**src/rtl/pulse_arb_pkg.sv**
```systemverilog
// Shared types and default sizing for pulse_event_arbiter.
package pulse_arb_pkg;

  typedef enum logic {
    IDLE  = 1'b0,
    OFFER = 1'b1
  } arb_state_t;

  localparam int unsigned DEF_NUM_SRC = 4;
  localparam int unsigned DEF_CNT_W   = 4;

endpackage

```
**src/rtl/pulse_event_arbiter_rr_pick.sv**
```systemverilog
// Combinational round-robin picker: first set request at or above i_ptr, wrapping.
module rr_pick
  import pulse_arb_pkg::*;
#(
  parameter int unsigned N   = DEF_NUM_SRC,
  parameter int unsigned IDW = $clog2(DEF_NUM_SRC)
) (
  input  logic [N-1:0]   i_req,
  input  logic [IDW-1:0] i_ptr,
  output logic           o_found,
  output logic [IDW-1:0] o_idx
);

  always_comb begin
    int unsigned s;
    logic [IDW-1:0] w_j;
    o_found = 1'b0;
    o_idx   = '0;
    s       = 0;
    w_j     = '0;
    for (int unsigned k = 0; k < N; k++) begin
      s = 32'(i_ptr) + k;
      if (s >= N) s = s - N;
      w_j = IDW'(s);
      if (!o_found && i_req[w_j]) begin
        o_found = 1'b1;
        o_idx   = w_j;
      end
    end
  end

endmodule

```
**src/rtl/pulse_event_arbiter.sv**
```systemverilog
// Per-source pending-event counters serialized onto one valid/ready channel, round-robin.
// Optional overflow flags enabled by defining PULSE_EVENT_ARB_OVF_EN.
module pulse_event_arbiter
  import pulse_arb_pkg::*;
#(
  parameter int unsigned NUM_SRC = DEF_NUM_SRC,
  parameter int unsigned CNT_W   = DEF_CNT_W,
  parameter int unsigned ID_W    = $clog2(NUM_SRC)
) (
  input  logic               clk,
  input  logic               rst,
  input  logic [NUM_SRC-1:0] pulse_in,
  output logic               ev_valid,
  output logic [ID_W-1:0]    ev_id,
  input  logic               ev_ready,
  output logic               pend_any,
  output logic [NUM_SRC-1:0] ovf,
  input  logic [NUM_SRC-1:0] ovf_clr
);

  arb_state_t         r_state;
  logic               r_ev_valid;
  logic [ID_W-1:0]    r_ev_id;
  logic [ID_W-1:0]    r_rr_ptr;
  logic               w_xfer;
  logic [NUM_SRC-1:0] w_dec;
  logic [NUM_SRC-1:0] w_req;
  logic [NUM_SRC-1:0] w_sat_hit;
  logic               w_found;
  logic [ID_W-1:0]    w_pick;

  assign w_xfer = r_ev_valid && ev_ready;

  for (genvar g = 0; g < NUM_SRC; g++) begin : gen_src
    logic [CNT_W-1:0] r_cnt;

    assign w_dec[g]     = w_xfer && (r_ev_id == ID_W'(g));
    assign w_req[g]     = (r_cnt != '0);
    // A pulse with no same-cycle drain of this source while already at max is lost.
    assign w_sat_hit[g] = pulse_in[g] && !w_dec[g] && (r_cnt == '1);

    always_ff @(posedge clk) begin
      if (rst) begin
        r_cnt <= '0;
      end else if (pulse_in[g] && !w_dec[g]) begin
        if (r_cnt != '1) r_cnt <= r_cnt + CNT_W'(1);
      end else if (!pulse_in[g] && w_dec[g]) begin
        r_cnt <= r_cnt - CNT_W'(1);
      end
    end
  end

  rr_pick #(
    .N   (NUM_SRC),
    .IDW (ID_W)
  ) u_rr_pick (
    .i_req   (w_req),
    .i_ptr   (r_rr_ptr),
    .o_found (w_found),
    .o_idx   (w_pick)
  );

  always_ff @(posedge clk) begin
    if (rst) begin
      r_state    <= IDLE;
      r_ev_valid <= 1'b0;
      r_ev_id    <= '0;
      r_rr_ptr   <= '0;
    end else begin
      case (r_state)
        IDLE: begin
          if (w_found) begin
            r_state    <= OFFER;
            r_ev_valid <= 1'b1;
            r_ev_id    <= w_pick;
          end
        end
        OFFER: begin
          if (ev_ready) begin
            r_state    <= IDLE;
            r_ev_valid <= 1'b0;
            r_rr_ptr   <= (r_ev_id == ID_W'(NUM_SRC - 1)) ? '0 : r_ev_id + ID_W'(1);
          end
        end
        default: begin
          r_state    <= IDLE;
          r_ev_valid <= 1'b0;
        end
      endcase
    end
  end

  assign ev_valid = r_ev_valid;
  assign ev_id    = r_ev_id;
  assign pend_any = |w_req;

`ifdef PULSE_EVENT_ARB_OVF_EN
  logic [NUM_SRC-1:0] r_ovf;

  // Set is OR-ed in after the clear so a same-cycle set wins.
  always_ff @(posedge clk) begin
    if (rst) r_ovf <= '0;
    else     r_ovf <= (r_ovf & ~ovf_clr) | w_sat_hit;
  end

  assign ovf = r_ovf;
`else
  logic w_unused_ovf;
  assign w_unused_ovf = ^{ovf_clr, w_sat_hit};
  assign ovf          = '0;
`endif

endmodule

```
**config.mk**
```make
export PLATFORM = sky130hd
export DESIGN_NAME = pulse_event_arbiter
export DESIGN_NICKNAME = d
export VERILOG_FILES = /design/src/rtl/pulse_arb_pkg.sv /design/src/rtl/pulse_event_arbiter_rr_pick.sv /design/src/rtl/pulse_event_arbiter.sv
export SDC_FILE = /design/constraint.sdc
export NUM_CORES = 1
export LEC_CHECK = 0
export CORE_UTILIZATION = 55
export DETAILED_ROUTE_END_ITERATION = 10
export PLACE_DENSITY = 0.88
export SYNTH_ARGS = -nofsm -noshare
export SYNTH_HDL_FRONTEND = slang
export SYNTH_SLANG_ARGS = --single-unit
```
**constraint.sdc**
```tcl
create_clock -name clk -period 3.4 [get_ports clk]
set_clock_uncertainty 0.05 [all_clocks]
set_input_delay 1.02 -clock clk [delete_from_list [all_inputs] [get_ports clk]]
set_output_delay 1.02 -clock clk [all_outputs]
set_load 0.1 [all_outputs]
```
==> impl_metrics.toml, run 1 <==
[outcome]
outcome = "finished, violations left"
failed_checks = "DRC"

[timing]
finalSetupTns_ns = 0
actual_slew_at_the_worst_max_slew_pin_ns = 0.724
unrepaired_setup_endpoints_after_global_routing = "no"
timing.max_slew.rel_slack_pct = 51.6
final_min_period_over_clock_period_pct = 85.0
report.final.setup_viol = 0
clock.fmax_ghz = 0.346
fin_crit_ns = 2.89
timing_hold_violations_final = 0
drv_slew = 0

[synth]
post_synth_inst_count = 192
netlist.top_cell.by_area = "sky130_fd_sc_hd__dfxtp_1"
asyncSetResetFlopFracSynth_pct = 0
synth_top_cells_by_area = "sky130_fd_sc_hd__dfxtp_1 27%, sky130_fd_sc_hd__ha_1 9.0%, sky130_fd_sc_hd__a21oi_1 6.3%"
synth.cell_area_um2 = 1660
synth_edf_count = 0
synthesis.yosys.warnings = 0
synth_seq_area_share_pct = 26.5
synth_top_flop_cell = "sky130_fd_sc_hd__dfxtp_1"
synthesis.area_per_instance_um2 = 8.65
synth_top_area_share_pct = 26.5
synth-seq-cells = 22
synth_cell_type_count = 36

[cts]
cts.clk_slew.worst_paths_ns = 0.12
cts_root_buffer = "sky130_fd_sc_hd__clkbuf_4"
ctsLongestPathBuffers = 2
post_cts_hold_buffer_count = 0
cts_inserted_buffers = 3
cts_setup_buffers = 0
clock_tree_from_tritoncts = "done"
clk_latency_ns = 0.30
cts_sinks = 22
cts_htree_levels = 1
cts.repair.resized = 0

[final_layout]
area_growth_syn_to_layout_pct = 10.8
nets = 236
num-fill-cells = 233
mostFrequentLayoutCells = "22 x sky130_fd_sc_hd__dfxtp_1, 21 x sky130_fd_sc_hd__a21oi_1, 18 x sky130_fd_sc_hd__nor3_1"
post_route_cells_drive_above_1_share_pct = 16.3
diodes = 0
postLayoutCoreUtil_pct = 65.6
layout.cells.most_common = "sky130_fd_sc_hd__dfxtp_1"

[critical_path]
critical_path_required_ns = 3.55
reg2reg_depth = 9
cp-startpoint = "ev_ready"
critPathArrivalTime_ns = 3.04
crit_path_capture_type = "flip-flop"
crit_type = "in -> reg"
critical_path.startpoint_type = "input pin"
reg2reg_setup_slack_ns = 1.18
worst-path-max-fanout = 7
endpoint = "gen_src[0].r_cnt[3]"
worstReg2RegEnd = "gen_src[0].r_cnt[3]"
crit-reg2reg-launch = "ev_id[0]"

[pwr]
p_per_area_nw_per_um2 = 456
vdd.ir_drop.worst_mv = 0.271
cellLeakagePower_nw = 0.759

[global_route]
gr-usage-all-layers_pct = 21.3
grt_first_pass_wirelength_um = 5640
via_count_of_the_first_global_routing_pass = 1309
antenna_found_initial = 0
global_route.overflow_total = 0
grt_max_degree = 24

[routing]
ant_nets = 0
routed_wirelength_um = 3210
post_route_drc_violation_count = 2
avgViaCountPerCell = 6.04
1st_pass_router_iterations = 9
routed_wire_length_per_instance_um = 13.4
via_count = 1444
detail_route.iter0.violations = 45

[floorplanning]
coreArea_um2 = 2810
floorplan.initialDensity_pct = 59.2
dieHeight_um = 57.0
core.rowCount = 19
die_area_um2 = 3250
ioPinCount = 19
chipWidth_um = 57.0

[hold_path]
worstHoldPathType = "reg -> reg"

[placement]
globalplace.congestion = 0.882
number_of_i_o_port_buffers = 10
dp.final_hpwl_um = 2380

[job]
max-cap-violations = 0
metrics by stage:
step | std cells | instance area [µm²] | power (W) | hold slack [ns] | setup WS [ns]
final | 239 | 1840 | 0.000839 | 0.487 | 0.510
after global routing | 239 | 1840 | 0.000896 | 0.516 | 0.348
after CTS | 239 | 1840 | 0.000845 | 0.489 | 0.514
after detailed placement | 235 | 1800 | 0.000698 | 0.466 | 0.155
after global placement | 235 | 1800 | 0.000686 | 0.456 | 0.195
after floorplan | 195 | 1670 | 0.000621 | 0.433 | 0.554
flip-flops by register name, indices dropped and copies added (netlist names):
| name | count |
|---|---|
| gen_src.r_cnt | 16 |
| ev_id | 2 |
| r_rr_ptr | 2 |
| ev_valid | 1 |
| r_state | 1 |
worst min path at each step:
stage | start | end | slack (ns) | cells past startpoint
6_report | r_rr_ptr[1] | r_rr_ptr[1] | 0.49 | 2
5_1_grt | r_rr_ptr[0] | r_rr_ptr[0] | 0.52 | 2
4_1_cts | r_rr_ptr[1] | r_rr_ptr[1] | 0.49 | 2
3_5_place_dp | r_rr_ptr[1] | r_rr_ptr[1] | 0.47 | 2
3_3_place_gp | r_rr_ptr[1] | r_rr_ptr[1] | 0.46 | 2
2_1_floorplan | r_rr_ptr[1] | r_rr_ptr[1] | 0.43 | 2
where the power goes:
part / leakage, nW / switching, W / internal (W)
logic: 0.556 / 0.000204 / 0.000132
clock network: 0.0210 / 0.0000792 / 0.0000653
registers: 0.182 / 0.0000635 / 0.000294
total: 0.759 / 0.000347 / 0.000492
area by class of cell:
cell class,count,area (µm²),area share (%)
clock buffers,4,36.3,1.97
repair buffers,16,135,7.34
flip-flops and latches,22,440,23.9
well taps,31,38.8,2.11
inverters,3,11.3,0.612
multi-input cells,163,1180,64.0
Yosys cell counts (all sizes together), types with 5 or more instances:
cell	count
nand3	13
mux2i	5
nand4	13
o21ai	6
dfxtp	22
a21oi	21
nor3	18
buf	5
nand2b	5
nand2	6
ha	12
nor2	13
logic make-up (layout without fill, tap and decap cells):
logic type	count (synthesis)	after routing	share of synthesized area (%)
AO/OA/AOI/OAI	40	40	14.3
AND/OR/NAND/NOR	94	94	36.7
buffers and inverters	10	23	3.24
XOR/XNOR	4	4	2.11
multiplexers	5	5	3.01
adder cells (fa/ha/maj)	16	16	13.9
flip-flops	22	22	26.5
other	1	4	0.226
worst max-delay path: stages:
cell and delay [ns]:
sky130_fd_sc_hd__clkdlybuf4s50_1 0.65, sky130_fd_sc_hd__nand3_2 0.20, sky130_fd_sc_hd__nand2_1 0.20, sky130_fd_sc_hd__ha_1 0.25, sky130_fd_sc_hd__a21o_1 0.17, sky130_fd_sc_hd__a21oi_1 0.23
sky130_fd_sc_hd__mux2i_1 0.21, sky130_fd_sc_hd__nand4_1 0.09
routing by layer:
metal	track usage (%)	routed length (µm)
met4	6.27	20
met5	0	0
met3	2.04	80
met2	35.1	1430
met1	29.8	1680
Note: power is estimated with default switching activity, not from simulation.
==> inputs of run 2 (changes only) <==
==> constraint.sdc (replaced) <==
create_clock -name clk -period 2.7 [get_ports clk]
set_clock_uncertainty 0.05 [all_clocks]
set_input_delay 0.81 -clock clk [delete_from_list [all_inputs] [get_ports clk]]
set_output_delay 0.81 -clock clk [all_outputs]
set_load 0.1 [all_outputs]
==> run 2 against run 1 <==
Against the previous run:
- the flow still finishes with violations (DRC)
- via count grew 5.9%
- global-route usage shrank 0.23 points
- sequential share of layout area shrank 1.2 points
- flip-flop and latch count is the same
- worst setup slack lost 0.34 ns
- die area is the same
- sequential power grew 26%
- critical path type is now reg -> out
- critical endpoint is now pend_any
==> impl_metrics.toml, run 2 (synthesis results as in run 1) <==
[critical_path]
critical_path_required_ns = 1.84
crit_type = "reg -> out"
critical_path.startpoint_type = "flip-flop"
reg2reg_setup_slack_ns = 0.70
crit_path_capture_type = "output pin"
critical-path-max-stage-delay_ns = 0.48
crit_path_top_delay_cell = "sky130_fd_sc_hd__nor4_2"
crit_path_cell_trace = "nor4_2, nand4_1, buf_12"
worst-path-max-fanout = 6
crit-reg2reg-launch = "ev_id[1]"
critPathArrivalTime_ns = 1.67
cp-startpoint = "gen_src[1].r_cnt[0]"

[routing]
detail_route.iter0.violations = 49
wl_met2_um = 1540
ant_nets = 0
detailroute.wirelength.met3_um = 103
top_layer_used = "met4"
via_count = 1529
post_route_drc_violation_count = 3
routed_wire_length_per_instance_um = 13.0
routed_wirelength_um = 3260
detail_route.wirelength.met1_um = 1590
1st_pass_router_iterations = 8
avgViaCountPerCell = 6.09

[final_layout]
mostFrequentLayoutCells = "21 x sky130_fd_sc_hd__a21oi_1, 21 x sky130_fd_sc_hd__buf_4, 20 x sky130_fd_sc_hd__dfxtp_1"
largest_register_ff_count = 16
post_route_cells_drive_above_1_share_pct = 21.8
instances_no_fill = 251
layout.cell_area.non_filler_um2 = 1950
area_growth_syn_to_layout_pct = 17.5
top_register = "gen_src.r_cnt"
diodes = 0
nets = 249
postLayoutCoreUtil_pct = 69.6

[floorplanning]
dieHeight_um = 57.0
chipWidth_um = 57.0
core.rowCount = 19
ioPinCount = 19
floorplan.initialDensity_pct = 59.2
coreArea_um2 = 2810
die_area_um2 = 3250

[timing]
final_min_period_over_clock_period_pct = 93.6
fin_crit_ns = 2.53
report.final.setup_viol = 0
drv_slew = 0
finalSetupTns_ns = 0
unrepaired_setup_endpoints_after_global_routing = "no"
clock.fmax_ghz = 0.396
timing_hold_violations_final = 0

[global_route]
antenna_found_initial = 0
global_route.overflow_total = 0
grt_max_degree = 36
grt_first_pass_wirelength_um = 5530
gr-usage-all-layers_pct = 21.1
via_count_of_the_first_global_routing_pass = 1287

[cts]
cts_htree_levels = 1
clk_latency_ns = 0.31
cts_inserted_buffers = 3
cts_sinks = 22
clock_tree_from_tritoncts = "done"
cts.repair.resized = 0
post_cts_hold_buffer_count = 0
cts_root_buffer = "sky130_fd_sc_hd__clkbuf_4"
ctsLongestPathBuffers = 2
cts_setup_buffers = 0
cts.clk_slew.worst_paths_ns = 0.10

[placement]
globalplace.congestion = 0.874
number_of_i_o_port_buffers = 10
placed_cells = 248
placed_cell_area_um2 = 1930
dp.final_hpwl_um = 2500

[hold_path]
worstHoldPathType = "reg -> reg"
min_from = "r_rr_ptr[1]"

[outcome]
outcome = "finished, violations left"
failed_checks = "DRC"

[pwr]
p_switching_w = 0.000438
power.switching_fraction_pct = 41.3
p_seq_share_pct = 42.6
power_frac_clock_pct = 13.9
p_per_area_nw_per_um2 = 543
vdd.ir_drop.worst_mv = 0.357
power.share.combinational_pct = 43.6
cellLeakagePower_nw = 0.824
power_report.internal_total_w = 0.000622
totalPowerFinal_w = 0.00106

[job]
max-cap-violations = 0
run 2: cell types whose count changed in the layout (fill, tap and decap cells not counted), sizes merged:
cell | previous run | this run
buf | 10 | 23
clkbuf | 4 | 3
run 2: area by class of cell:
cell class	count	area, µm²
fill	233	853
multi-input combinational	163	1180
inverter	3	11.3
sequential	22	443
clock buffer	3	22.5
timing repair buffer	29	258
tap	31	38.8
run 2: worst paths after layout:
check,cells after the start,to
hold / removal,2,r_rr_ptr[1]
setup / recovery,3,pend_any
setup reg to reg,9,gen_src[1].r_cnt[3]
hold reg to reg,2,r_rr_ptr[1]
run 2: critical path: cells and delay by family (launching register included):
| family | cells | cell delay [ns] |
|---|---|---|
| buf+inv | 1 | 0.24 |
| flops | 1 | 0.39 |
| simple gates | 2 | 0.73 |
run 2: stage by stage:
stage               setup WS (ns)  hold WS (ns)
finish                      0.174         0.479
global route               0.0469         0.506
CTS                         0.147         0.471
detailed placement         -0.115         0.455
global placement          -0.0600         0.453
floorplan                  0.0639         0.433
run 2: layer usage:
metal,GRT usage (%),vias up
met5,0,-
met4,5.23,0
li1,-,782
met3,4.08,5
met1,28.2,713
met2,35.1,29
run 2: power groups by stage:
stage          sequential [W]  clock, W  combinational, W
6_report             0.000451  0.000147          0.000462
5_1_grt              0.000460  0.000169          0.000510
4_1_cts              0.000451  0.000153          0.000464
3_5_place_dp         0.000458         0          0.000461
3_3_place_gp         0.000457         0          0.000448
2_1_floorplan        0.000495         0          0.000289
